==> config.mk <==
export PLATFORM = sky130hd
export DESIGN_NAME = tff_updown_counter
export DESIGN_NICKNAME = d
export VERILOG_FILES = /design/src/rtl/tff_pkg.sv /design/src/rtl/tff_cell.sv /design/src/rtl/tff_updown_counter.sv
export SDC_FILE = /design/constraint.sdc
export NUM_CORES = 1
export LEC_CHECK = 0
export CELL_PAD_IN_SITES_DETAIL_PLACEMENT = 1
export CELL_PAD_IN_SITES_GLOBAL_PLACEMENT = 2
export CORE_MARGIN = 3
export CORE_UTILIZATION = 26
export CTS_CLUSTER_DIAMETER = 100
export CTS_CLUSTER_SIZE = 16
export DETAILED_ROUTE_END_ITERATION = 8
export GPL_TIMING_DRIVEN = 0
export PLACE_DENSITY_LB_ADDON = 0.2
export SLEW_MARGIN = 0
export SYNTH_ARGS = -nofsm -noshare
export SYNTH_HDL_FRONTEND = slang
export SYNTH_HIERARCHICAL = 1
export SYNTH_SLANG_ARGS = --single-unit
==> constraint.sdc <==
create_clock -name Clock -period 2.1 [get_ports Clock]
set_input_delay 0.42 -clock Clock [delete_from_list [all_inputs] [get_ports Clock]]
set_output_delay 0.42 -clock Clock [all_outputs]
set_load 0.02 [all_outputs]
==> src/rtl/tff_pkg.sv <==
// Shared definitions for the toggle flip-flop counter family.
// Holds the SATURATE mode encodings and the helper functions used for the
// load clamp and the MAX_COUNT legality check.
// No ports: this is a package.
package tff_pkg;

    // Behaviour when an enabled count reaches a bound
    localparam int unsigned WRAP_MODE = 0;
    localparam int unsigned SAT_MODE  = 1;

    // Limits a load value to the highest legal count. Both operands are
    // carried at 32 bits, the widest counter allowed, so no bits are lost
    // before the comparison.
    function automatic logic [31:0] clampToMax(input logic [31:0] value,
                                               input logic [31:0] limit);
        return (value > limit) ? limit : value;
    endfunction

    // True when maxCount is a usable modulus for a counter of the given
    // width: non-zero and representable in width bits.
    function automatic bit maxFitsWidth(input longint unsigned maxCount,
                                        input int unsigned     width);
        longint unsigned fullScale;
        fullScale = (64'd1 << width) - 64'd1;
        return (maxCount != 0) && (maxCount <= fullScale);
    endfunction

endpackage

==> src/rtl/tff_cell.sv <==
// Single-bit toggle flip-flop cell with synchronous override.
// Ports:
//   Clock    - rising-edge clock
//   Clear    - synchronous active-low clear (Q=0, Qbar=1)
//   T        - toggle request
//   ForceEn  - load ForceVal instead of toggling (takes priority over T)
//   ForceVal - value loaded when ForceEn is high
//   Q, Qbar  - registered state and its registered complement
module tff_cell (
    input  logic Clock,
    input  logic Clear,
    input  logic T,
    input  logic ForceEn,
    input  logic ForceVal,
    output logic Q,
    output logic Qbar
);

    logic q_q;
    logic q_d;
    logic qbar_q;

    // Next-state selection: a forced value beats a toggle request
    always_comb begin
        q_d = q_q;
        if (ForceEn) begin
            q_d = ForceVal;
        end else if (T) begin
            q_d = ~q_q;
        end
    end

    // Qbar has its own flop so both outputs come straight from registers
    always_ff @(posedge Clock) begin
        if (!Clear) begin
            q_q    <= 1'b0;
            qbar_q <= 1'b1;
        end else begin
            q_q    <= q_d;
            qbar_q <= ~q_d;
        end
    end

    assign Q    = q_q;
    assign Qbar = qbar_q;

endmodule

==> src/rtl/tff_updown_counter.sv <==
// Parametrised up/down counter built from per-bit toggle cells.
// Parameters: WIDTH (2..32), MAX_COUNT (1..2**WIDTH-1), SATURATE (WRAP_MODE/SAT_MODE).
// Ports:
//   Clock - rising-edge clock
//   Clear - synchronous active-low reset
//   En    - count enable
//   Up    - direction, 1 = increment, 0 = decrement
//   Load  - synchronous parallel load of D (clamped to MAX_COUNT)
//   D     - load value
//   Q     - registered count, Qbar its registered complement
//   TC    - terminal count for the current direction (combinational)
//   Wrap  - registered one-cycle pulse after a wrapping edge
module tff_updown_counter
    import tff_pkg::*;
#(
    parameter int unsigned WIDTH     = 8,
    parameter logic [31:0] MAX_COUNT = 32'((64'd1 << WIDTH) - 64'd1),
    parameter int unsigned SATURATE  = WRAP_MODE
) (
    input  logic             Clock,
    input  logic             Clear,
    input  logic             En,
    input  logic             Up,
    input  logic             Load,
    input  logic [WIDTH-1:0] D,
    output logic [WIDTH-1:0] Q,
    output logic [WIDTH-1:0] Qbar,
    output logic             TC,
    output logic             Wrap
);

    localparam logic [WIDTH-1:0] MAX_VAL = MAX_COUNT[WIDTH-1:0];

    // Reject illegal configurations while elaborating
    if (WIDTH < 2 || WIDTH > 32) begin : g_bad_width
        $error("tff_updown_counter: WIDTH must be in 2..32");
    end
    if (!maxFitsWidth(64'(MAX_COUNT), WIDTH)) begin : g_bad_max
        $error("tff_updown_counter: MAX_COUNT must be in 1..2**WIDTH-1");
    end

    logic [WIDTH-1:0] count_q;
    logic [WIDTH-1:0] countBar_q;
    logic [WIDTH-1:0] toggleChain;
    logic [WIDTH-1:0] forceVal;
    logic [WIDTH-1:0] loadVal;
    logic             atTop;
    logic             atBottom;
    logic             atBound;
    logic             forceEn;
    logic             wrap_d;
    logic             wrap_q;

    // Bound detection and the override path. Any enabled step taken at a
    // bound is forced rather than toggled, so a modulus that is not all ones
    // still lands exactly on 0 or MAX_COUNT. In saturate mode the force
    // value is the current count, which turns the step into a hold.
    always_comb begin
        atTop    = (count_q == MAX_VAL);
        atBottom = (count_q == '0);
        atBound  = Up ? atTop : atBottom;
        loadVal  = WIDTH'(clampToMax(32'(D), MAX_COUNT));
        forceEn  = Load | (En & atBound);
        if (Load) begin
            forceVal = loadVal;
        end else if (SATURATE == SAT_MODE) begin
            forceVal = count_q;
        end else if (Up) begin
            forceVal = '0;
        end else begin
            forceVal = MAX_VAL;
        end
        wrap_d = ~Load & En & atBound & (SATURATE == WRAP_MODE);
    end

    // Toggle chain: bit i flips when every lower bit is 1 counting up, or
    // every lower bit is 0 counting down. Bit 0 flips on every step.
    assign toggleChain[0] = 1'b1;
    for (genvar i = 1; i < WIDTH; i++) begin : g_chain
        assign toggleChain[i] = Up ? (&count_q[i-1:0]) : ~(|count_q[i-1:0]);
    end

    for (genvar i = 0; i < WIDTH; i++) begin : g_cells
        tff_cell u_cell (
            .Clock   (Clock),
            .Clear   (Clear),
            .T       (En & toggleChain[i]),
            .ForceEn (forceEn),
            .ForceVal(forceVal[i]),
            .Q       (count_q[i]),
            .Qbar    (countBar_q[i])
        );
    end

    // Wrap is a single-cycle marker of the edge that crossed a bound
    always_ff @(posedge Clock) begin
        if (!Clear) begin
            wrap_q <= 1'b0;
        end else begin
            wrap_q <= wrap_d;
        end
    end

    assign Q    = count_q;
    assign Qbar = countBar_q;
    assign TC   = atBound;
    assign Wrap = wrap_q;

endmodule

==> flow_metrics.tcl <==
set metrics [dict create \
    layout-drive-gt1-share 0.180 \
    criticalPathCategory "input port to register" \
    drt-initial-drc-count 12 \
    end_kind "register" \
    synth_top_area_cell "dfxtp_1" \
    cts_buffers 3 \
    async_flop_share 0 \
    synth_most_common_cell "dfxtp_1" \
    status "completed" \
    arrival_ns 2.11 \
    p_per_area_nw_per_um2 632 \
    fin_cells 177 \
    synth_nets 106 \
    diodes 0 \
    ant_nets 0 \
    dp_slack_ns -0.565 \
    fillCellCount 391 \
    fmax_mhz 515 \
    rsz0062_at_grt "false" \
    cap_viol_max_count 0 \
    worst_slack_ns 0.157 \
    peakVddDrop_mv 0.323 \
    grt_use_total 0.145 \
    ys_seq_area_frac 0.379 \
    post-route-cell-area_um2 1350 \
    place_congestion 0.736 \
    max_slew_margin 0.499 \
    grt_pass1_vias 945 \
    tritoncts "yes" \
    io_buffers 30 \
    fin_util 0.425 \
    synth_area_per_cell_um2 9.65 \
    clock_sinks 17 \
    yosys_warnings 6 \
    dr.pass1.iters 4 \
    power_leakage_nw 0.631 \
    area_growth_pct 50.5 \
    hpwl_mm 1.78 \
    yosys-top-cells-count "dfxtp_1 (17), xor2_1 (10)" \
    synth_seq_cells 17 \
    synthFlopType "dfxtp_1" \
    placed_cells 167 \
    path_max_fanout 5 \
    cts-hold-fix-buffers 0 \
    wl_per_cell_um 15.5 \
    fp.dieW_um 64.7 \
    finalCriticalPeriod_ns 1.94 \
    start_kind "input port" \
    io_pins 31 \
    grt_max_degree 18 \
    crit_required_ns 2.26 \
    synth_top_area_share 0.379 \
    final.period_utilization 0.925 \
    grt_first_pass_wirelength_mm 4.69 \
    row_count 20 \
    start_util 0.282 \
    netlist_instances 93 \
    cts-htree-levels 1 \
    place_area_um2 1250 \
    die_h_um 64.7 \
    die_area_um2 4190 \
    clockBufferDepth 2 \
    gr-total-overflow 0 \
    antenna_found_initial 0 \
    clk_latency_ns 0.31 \
    syn_area_um2 897 \
    worstMarginPinSlew_ns 0.749 \
    dr_total_vias 869 \
    finalSetupViolations 0 \
    synth_cell_types 25 \
    drc 0 \
    skew_ns 0.00344 \
    synth_area_leaders "dfxtp_1 (38%), xor2_1 (9.8%), o211a_1 (8.9%), a21o_1 (6.7%), o211ai_1 (6.7%)" \
    design.core.area_um2 3180 \
    hold_violations 0 \
    vias_per_cell 4.91 \
    nets 147 \
    routed_wl_mm 2.74 \
    maxSlewViolCount 0 \
    cts.clk_slew.worst_paths_ns 0.11 \
    hold_class "register to register" \
    cts_root_buf "clkbuf_4" \
    synth_edf_count 0 \
]
## path summary, 6_finish.rpt
path / end / slack [ns] / cells after the start / startpoint
worst min register to register: Wrap$_SDFF_PN0_ / 0.65 / 3 / g_cells[3].u_cell/Q$_SDFF_PN0_
worst max register to register: g_cells[5].u_cell/Qbar$_SDFF_PN1_ / 0.40 / 6 / g_cells[2].u_cell/Q$_SDFF_PN0_
worst max-delay path: g_cells[3].u_cell/Qbar$_SDFF_PN1_ / 0.16 / 6 / Up
worst min-delay path: Wrap$_SDFF_PN0_ / 0.65 / 3 / g_cells[3].u_cell/Q$_SDFF_PN0_
## critical path, stage by stage
cell and delay (ns):
clkdlybuf4s50_1 0.51, or3_2 0.52, a21oi_2 0.18, and2_1 0.17, xor2_1 0.20, o211ai_1 0.10
## stage by stage
stage	hold slack (ns)	TNS, ns	power (W)
CTS	0.643	0	0.000845
finish	0.648	0	0.000853
floorplan	0.509	0	0.000528
global route	0.684	0	0.000894
global placement	0.615	-8.34	0.000638
detailed placement	0.623	-8.92	0.000644
## cells in the final DEF, fill, tap and decap left out
| cell | n |
|---|---|
| a2111oi_2 | 1 |
| a21o_1 | 8 |
| a21oi_1 | 2 |
| a21oi_2 | 1 |
| and2_1 | 1 |
| and3_1 | 2 |
| and4_2 | 1 |
| buf_12 | 1 |
| buf_2 | 1 |
| buf_4 | 4 |
| clkbuf_1 | 1 |
| clkbuf_2 | 1 |
| clkbuf_4 | 3 |
| clkdlybuf4s50_1 | 29 |
| clkinv_2 | 1 |
| dfxtp_1 | 12 |
| dfxtp_2 | 5 |
| inv_1 | 2 |
| mux2i_1 | 1 |
| nand2_1 | 2 |
| nand2b_1 | 8 |
| nand3_1 | 3 |
| nand3_2 | 1 |
| nand3b_1 | 3 |
| nand4_1 | 3 |
| nor2_1 | 3 |
| nor2_2 | 1 |
| nor3_1 | 2 |
| nor3_2 | 1 |
| nor4_4 | 1 |
| o211a_1 | 8 |
| o211ai_1 | 8 |
| or3_2 | 1 |
| xnor2_1 | 1 |
| xor2_1 | 10 |
## kinds of logic after synthesis
family                 share of synthesized area
AND/OR/NAND/NOR                            0.227
AO/OA/AOI/OAI                              0.257
flip-flops                                 0.379
multiplexers                              0.0112
buffers and inverters                     0.0181
XOR/XNOR                                   0.107
## cell type report
class / instances / area, um^2 / area share
clock buffer: 3 / 22.5 / 0.0167
inverter: 2 / 7.51 / 0.00556
tap: 44 / 55.1 / 0.0408
clock inverter: 1 / 5.00 / 0.00371
timing repair buffer: 35 / 345 / 0.256
sequential: 17 / 347 / 0.257
multi-input combinational: 73 / 559 / 0.414
buffer: 2 / 8.76 / 0.00649
## registers in the layout, indices dropped and copies added (netlist names)
name / cells
Wrap: 1
g_cells.u_cell/Q: 8
g_cells.u_cell/Qbar: 8
## report_power, final
group	leakage (nW)	switching [W]	internal [W]
Sequential	0.143	0.0000312	0.000354
Combinational	0.471	0.000134	0.000139
Clock	0.0177	0.000123	0.0000712
## routing by layer
metal  global-route usage  vias to the layer above  wire [um]
met5                    0                        -          0
met4               0.0475                        0         38
met3               0.0312                        6        134
met2                0.244                       25       1350
met1                0.183                      412       1220
li1                     -                      426          -
## what timing repair did
action | 4_1_cts | 5_1_grt
gates cloned | 1 | 0
resized for setup | 7 | 4
buffers inserted | 1 | 4
endpoints found under the setup margin | 17 | 17
pin swaps | 2 | 0
Power figures use the tool's default switching activity.
